`src/rtl/uart_rx.sv`:
```
// uart_rx: serial receiver for one start slot, 8 data slots (LSB first),
// one parity slot and one or two stop slots, sampled mid-slot.
//
// Ports:
//   clk      rising-edge clock
//   rst      asynchronous active-high reset
//   rxd      serial line, idle high (synchronized internally to rxs)
//   par      parity mode: 00 even (XOR), 11 odd (XNOR), 01/10 not checked
//   dnum     1 = 7 data bits (slot 8 discarded), 0 = 8 data bits
//   snum     1 = one stop slot, 0 = two stop slots
//   data     last received character
//   valid    one-cycle pulse when data/par_err/frm_err update
//   par_err  parity mismatch for the last frame
//   frm_err  a stop slot was sampled low in the last frame
//   busy     high from start detection until the FSM is back in IDLE
module uart_rx #(
    parameter int CLKS_PER_BIT = 1,
    parameter int SYNC_STAGES  = 2
) (
    input  logic       clk,
    input  logic       rst,
    input  logic       rxd,
    input  logic [1:0] par,
    input  logic       dnum,
    input  logic       snum,
    output logic [7:0] data,
    output logic       valid,
    output logic       par_err,
    output logic       frm_err,
    output logic       busy
);

    localparam int         HALF      = CLKS_PER_BIT / 2;
    localparam logic [7:0] TICK_LAST = 8'(CLKS_PER_BIT - 1);
    localparam logic [7:0] HALF_LAST = (HALF > 0) ? 8'(HALF - 1) : 8'd0;
    localparam logic [1:0] FILL_DONE = 2'(SYNC_STAGES);

    typedef enum logic [2:0] {
        IDLE,
        START,
        DATA,
        PARITY,
        STOP1,
        STOP2
    } state_t;

    logic [SYNC_STAGES-1:0] sync_q;
    logic [1:0]             fill_q;
    logic                   rxs;
    logic                   primed;

    state_t     state_q, state_d;
    logic [7:0] cnt_q, cnt_d;
    logic [2:0] bit_q, bit_d;
    logic [7:0] shreg_q, shreg_d;
    logic [1:0] pmode_q, pmode_d;
    logic       dmode_q, dmode_d;
    logic       smode_q, smode_d;
    logic       pbit_q, pbit_d;
    logic       serr_q, serr_d;
    logic       armed_q, armed_d;
    logic [7:0] data_q, data_d;
    logic       valid_q, valid_d;
    logic       perr_q, perr_d;
    logic       ferr_q, ferr_d;

    logic       tick;
    logic       half_tick;
    logic       finish;
    logic [7:0] char_w;
    logic       par_exp;
    logic       par_chk;

    // Synchronizer. fill_q tracks how many real rxd samples have entered
    // the chain since reset, so the reset-value ones are never mistaken
    // for an idle line.
    always_ff @(posedge clk or posedge rst) begin
        if (rst) begin
            sync_q <= '1;
            fill_q <= '0;
        end else begin
            sync_q[0] <= rxd;
            for (int i = 1; i < SYNC_STAGES; i++) begin
                sync_q[i] <= sync_q[i-1];
            end
            if (fill_q != FILL_DONE) begin
                fill_q <= fill_q + 2'd1;
            end
        end
    end

    assign rxs    = sync_q[SYNC_STAGES-1];
    assign primed = (fill_q == FILL_DONE);

    assign tick      = (cnt_q == TICK_LAST);
    assign half_tick = (cnt_q == HALF_LAST);

    // In 7-bit mode the eighth sampled slot is dropped and bit 7 reads 0;
    // parity is taken over that forced value.
    assign char_w  = dmode_q ? {1'b0, shreg_q[6:0]} : shreg_q;
    assign par_exp = (pmode_q == 2'b11) ? ~(^char_w) : (^char_w);
    assign par_chk = (pmode_q == 2'b00) || (pmode_q == 2'b11);

    always_ff @(posedge clk or posedge rst) begin
        if (rst) begin
            state_q <= IDLE;
            cnt_q   <= '0;
            bit_q   <= '0;
            shreg_q <= '0;
            pmode_q <= '0;
            dmode_q <= 1'b0;
            smode_q <= 1'b0;
            pbit_q  <= 1'b0;
            serr_q  <= 1'b0;
            armed_q <= 1'b0;
            data_q  <= 8'h00;
            valid_q <= 1'b0;
            perr_q  <= 1'b0;
            ferr_q  <= 1'b0;
        end else begin
            state_q <= state_d;
            cnt_q   <= cnt_d;
            bit_q   <= bit_d;
            shreg_q <= shreg_d;
            pmode_q <= pmode_d;
            dmode_q <= dmode_d;
            smode_q <= smode_d;
            pbit_q  <= pbit_d;
            serr_q  <= serr_d;
            armed_q <= armed_d;
            data_q  <= data_d;
            valid_q <= valid_d;
            perr_q  <= perr_d;
            ferr_q  <= ferr_d;
        end
    end

    always_comb begin
        state_d = state_q;
        cnt_d   = cnt_q;
        bit_d   = bit_q;
        shreg_d = shreg_q;
        pmode_d = pmode_q;
        dmode_d = dmode_q;
        smode_d = smode_q;
        pbit_d  = pbit_q;
        serr_d  = serr_q;
        armed_d = armed_q;
        data_d  = data_q;
        valid_d = 1'b0;
        perr_d  = perr_q;
        ferr_d  = ferr_q;
        finish  = 1'b0;

        unique case (state_q)
            IDLE: begin
                // A start needs a high line first; this rejects a line
                // left low after a framing error.
                armed_d = armed_q | (rxs & primed);
                if (armed_q && !rxs) begin
                    pmode_d = par;
                    dmode_d = dnum;
                    smode_d = snum;
                    cnt_d   = '0;
                    bit_d   = '0;
                    armed_d = 1'b0;
                    // With a one-cycle slot the detection sample is
                    // already the mid-slot start sample.
                    state_d = (HALF == 0) ? DATA : START;
                end
            end
            START: begin
                if (half_tick) begin
                    cnt_d = '0;
                    if (rxs) begin
                        state_d = IDLE;
                        armed_d = 1'b1;
                    end else begin
                        state_d = DATA;
                    end
                end else begin
                    cnt_d = cnt_q + 8'd1;
                end
            end
            DATA: begin
                if (tick) begin
                    cnt_d   = '0;
                    shreg_d = {rxs, shreg_q[7:1]};
                    bit_d   = bit_q + 3'd1;
                    if (bit_q == 3'd7) begin
                        state_d = PARITY;
                    end
                end else begin
                    cnt_d = cnt_q + 8'd1;
                end
            end
            PARITY: begin
                if (tick) begin
                    cnt_d   = '0;
                    pbit_d  = rxs;
                    state_d = STOP1;
                end else begin
                    cnt_d = cnt_q + 8'd1;
                end
            end
            STOP1: begin
                if (tick) begin
                    cnt_d  = '0;
                    serr_d = ~rxs;
                    if (!smode_q) begin
                        state_d = STOP2;
                    end else begin
                        finish = 1'b1;
                    end
                end else begin
                    cnt_d = cnt_q + 8'd1;
                end
            end
            STOP2: begin
                if (tick) begin
                    cnt_d  = '0;
                    finish = 1'b1;
                end else begin
                    cnt_d = cnt_q + 8'd1;
                end
            end
            default: begin
                state_d = IDLE;
            end
        endcase

        if (finish) begin
            state_d = IDLE;
            valid_d = 1'b1;
            data_d  = char_w;
            perr_d  = par_chk & (pbit_q != par_exp);
            ferr_d  = ~rxs | ((state_q == STOP2) & serr_q);
            // A good final stop arms IDLE so a back-to-back start is
            // caught on the very next cycle.
            armed_d = rxs;
        end
    end

    assign data    = data_q;
    assign valid   = valid_q;
    assign par_err = perr_q;
    assign frm_err = ferr_q;
    assign busy    = (state_q != IDLE);

endmodule

```
`config.mk`:
```
export PLATFORM = sky130hd
export DESIGN_NAME = uart_rx
export DESIGN_NICKNAME = d
export VERILOG_FILES = /design/src/rtl/uart_rx.sv
export SDC_FILE = /design/constraint.sdc
export NUM_CORES = 1
export LEC_CHECK = 0
export BUFFER_PORTS_ARGS = -buffer_cell sky130_fd_sc_hd__clkbuf_2
export CORE_ASPECT_RATIO = 1.75
export CORE_MARGIN = 4
export CORE_UTILIZATION = 50
export CTS_CLUSTER_SIZE = 12
export DETAILED_ROUTE_END_ITERATION = 12
export PLACE_DENSITY = 0.69
export SYNTH_ARGS = -nofsm -noshare
export SYNTH_HDL_FRONTEND = slang
export SYNTH_SLANG_ARGS = --single-unit
export TNS_END_PERCENT = 50
```
`constraint.sdc`:
```
create_clock -name clk -period 3 [get_ports clk]
set_input_delay 0.9 -clock clk [delete_from_list [all_inputs] [get_ports clk]]
set_output_delay 0.9 -clock clk [all_outputs]
set_load 0.01 [all_outputs]
```
==> metrics.csv <==
metric,value,unit
Total Routing Usage GR,15.5,%
Final setup viols,0,
dpl ws,648,ps
Synth Register Bits,44,
"commonest cells after routing, fill and taps aside","dfrtp_1 (42), clkbuf_2 (18), mux2_2 (17)",
Slew Limit Headroom,45.0,%
placed cells,236,
Synth cell types,46,
Logic pwr share,41.3,%
"most common cell after layout, fill and taps aside",dfrtp_1,
maximum vdd drop,0.000481,V
Tightest Pin Transition,822,ps
CTS tree,built,
Util after Layout,55.6,%
Clock Root Buffer,clkbuf_8,
area grow syn2layout,7.84,%
Die Area,0.00543,sq mm
post-route ant nets,0,
hold_buf cts,0,
startpoint types,flop,
first-pass GRT wire length,6400,um
DIE HEIGHT,94.5,um
Setup Skew,6.59,ps
drt pass-1 iters,5,
DRC,0,
core region area,0.00415,sq mm
count of final hold-check violations,0,
Sw Share,34.0,%
synthesized net count,187,
PD cells,996,mW/mm^2
unrepaired setup endpoints after global routing,false,
max cap viols,0,
sw power,0.782,mW
leakage,1.11,nW
die width,57.5,um
Critical Path AT,2590,ps
PostCTS Resize Cnt,0,
clock-pin slew on the worst setup and hold paths,80,ps
status,completed,
Skew-Pair Late Insertion Delay,290,ps
CP Capture Type,flop,
total global routing overflow,0,
Mean Syn Cell Area,12.3,sq um
Final HPWL DP,2820,um
Vias/cell,5.63,
Hold WS,359,ps
yosys synthesis warning count,0,
async set-reset flop share out of synthesis,100,%
final layout net count,207,
Post-Syn Instances,174,
min Tclk post-route,2400,ps
share of the synthesized area in the top cell type,49.1,%
initial detailed-routing violation count,25,
RD Place Congestion,0.820,
# clock sinks,44,
largest net degree at the start of global routing,45,
DP Area,0.00221,sq mm
period utilisation layout,80.1,%
post-route insts no fill,244,
Synth Flop Type,dfrtp_1,
H-tree depth,2,
CP Max Fanout,12,
Final Worst Setup Slack,597,ps
leading area contributor after synthesis,dfrtp_1,
cell area after layout,0.00231,sq mm
total wire length,3760,um
clock power share,16.4,%
Final Power,2.30,mW
postcts setup bufs,0,
# port buffers,18,
Post-Synthesis Cell Area,0.00214,sq mm
internal power,1.52,mW
layout cells sized above 1,27.7,%
Max Freq,0.416,GHz
Reg power frac,42.3,%
WL per Instance,15.4,um
WP data required,3190,ps
Site Rows,31,
register area share after synthesis,51.6,%
via count,1374,
initial antenna violation count,0,
Initial Util,51.6,%
clock tree buffer depth,2,
ANT cells,0,
setup TNS,0,ps
Post-synth EDFFs,0,
Top Ports,19,
Hold Crit Class,reg -> reg,
vias in the first global route,1383,
"top cells by area, synth","dfrtp_1 (49%), mux2_2 (8.9%), ha_1 (3.5%)",
"Slew Viols, Final",0,
critical path type,reg -> reg,
clock buffer count from CTS,5,
[critical path, cell delays in order (launching register included)]
cell	delay, ps
dfrtp_1	400
inv_1	90
ha_1	150
or4b_4	470
o211ai_1	690
o21ai_0	250
a21o_2	250
[area by class of cell]
| cell class | instances | area (sq um) |
|---|---|---|
| well taps | 49 | 61.3 |
| multi-input cells | 114 | 913 |
| clock inverters | 1 | 7.51 |
| clock buffers | 7 | 86.3 |
| inverters | 10 | 37.5 |
| repair buffers | 19 | 97.6 |
| flip-flops and latches | 44 | 1100 |
| fillers | 350 | 1840 |
[registers in the layout, indices dropped and copies added, names as in the netlist, 2 cells and up]
register  flops
bit_q         3
cnt_q         8
data          8
fill_q        2
pmode_q       2
shreg_q       8
state_q       3
sync_q        2
[synthesized netlist by cell type (3+ instances only)]
library cell,count
inv_1,10
o21ai_0,13
xnor2_1,6
mux2_4,4
mux2_2,17
nor3b_1,3
xor2_1,3
a21o_1,3
dfrtp_1,42
ha_1,6
a21oi_1,4
nand2_1,10
nor2_1,5
nand3_1,4
[path summary, 6_finish.rpt]
| check | from | end | slack, ps | cells past startpoint |
|---|---|---|---|---|
| min in group asynchronous | rst | shreg_q[0] | 720 | 3 |
| setup / recovery | cnt_q[1] | cnt_q[4] | 600 | 6 |
| max in group asynchronous | rst | armed_q | 1910 | 3 |
| hold reg to reg | sync_q[0] | sync_q[1] | 360 | 0 |
| hold / removal | sync_q[0] | sync_q[1] | 360 | 0 |
| setup reg to reg | cnt_q[1] | cnt_q[4] | 600 | 6 |
[per-layer routing]
metal,routed length [um],global-route usage (%),part of all wire (%)
met1,1420,16.5,38
met5,0,0,0
met2,2120,28.4,56
met4,76,7.16,2.0
met3,137,3.15,3.6
[power by group through the flow]
stage / clock [mW] / combinational (mW) / sequential (mW)
6_report: 0.377 / 0.949 / 0.972
5_1_grt: 0.410 / 1.03 / 1.01
4_1_cts: 0.389 / 0.966 / 0.975
3_5_place_dp: 0 / 0.963 / 0.987
3_3_place_gp: 0 / 0.916 / 0.972
2_1_floorplan: 0 / 0.819 / 0.952
[cells by family after synthesis]
logic type / share of synthesized area (%)
flip-flops: 51.6
AND/OR/NAND/NOR: 11.5
AO/OA/AOI/OAI: 9.71
multiplexers: 12.2
buffers and inverters: 5.73
XOR/XNOR: 5.79
adder cells (fa/ha/maj): 3.51
(Power assumes the default switching activity.)
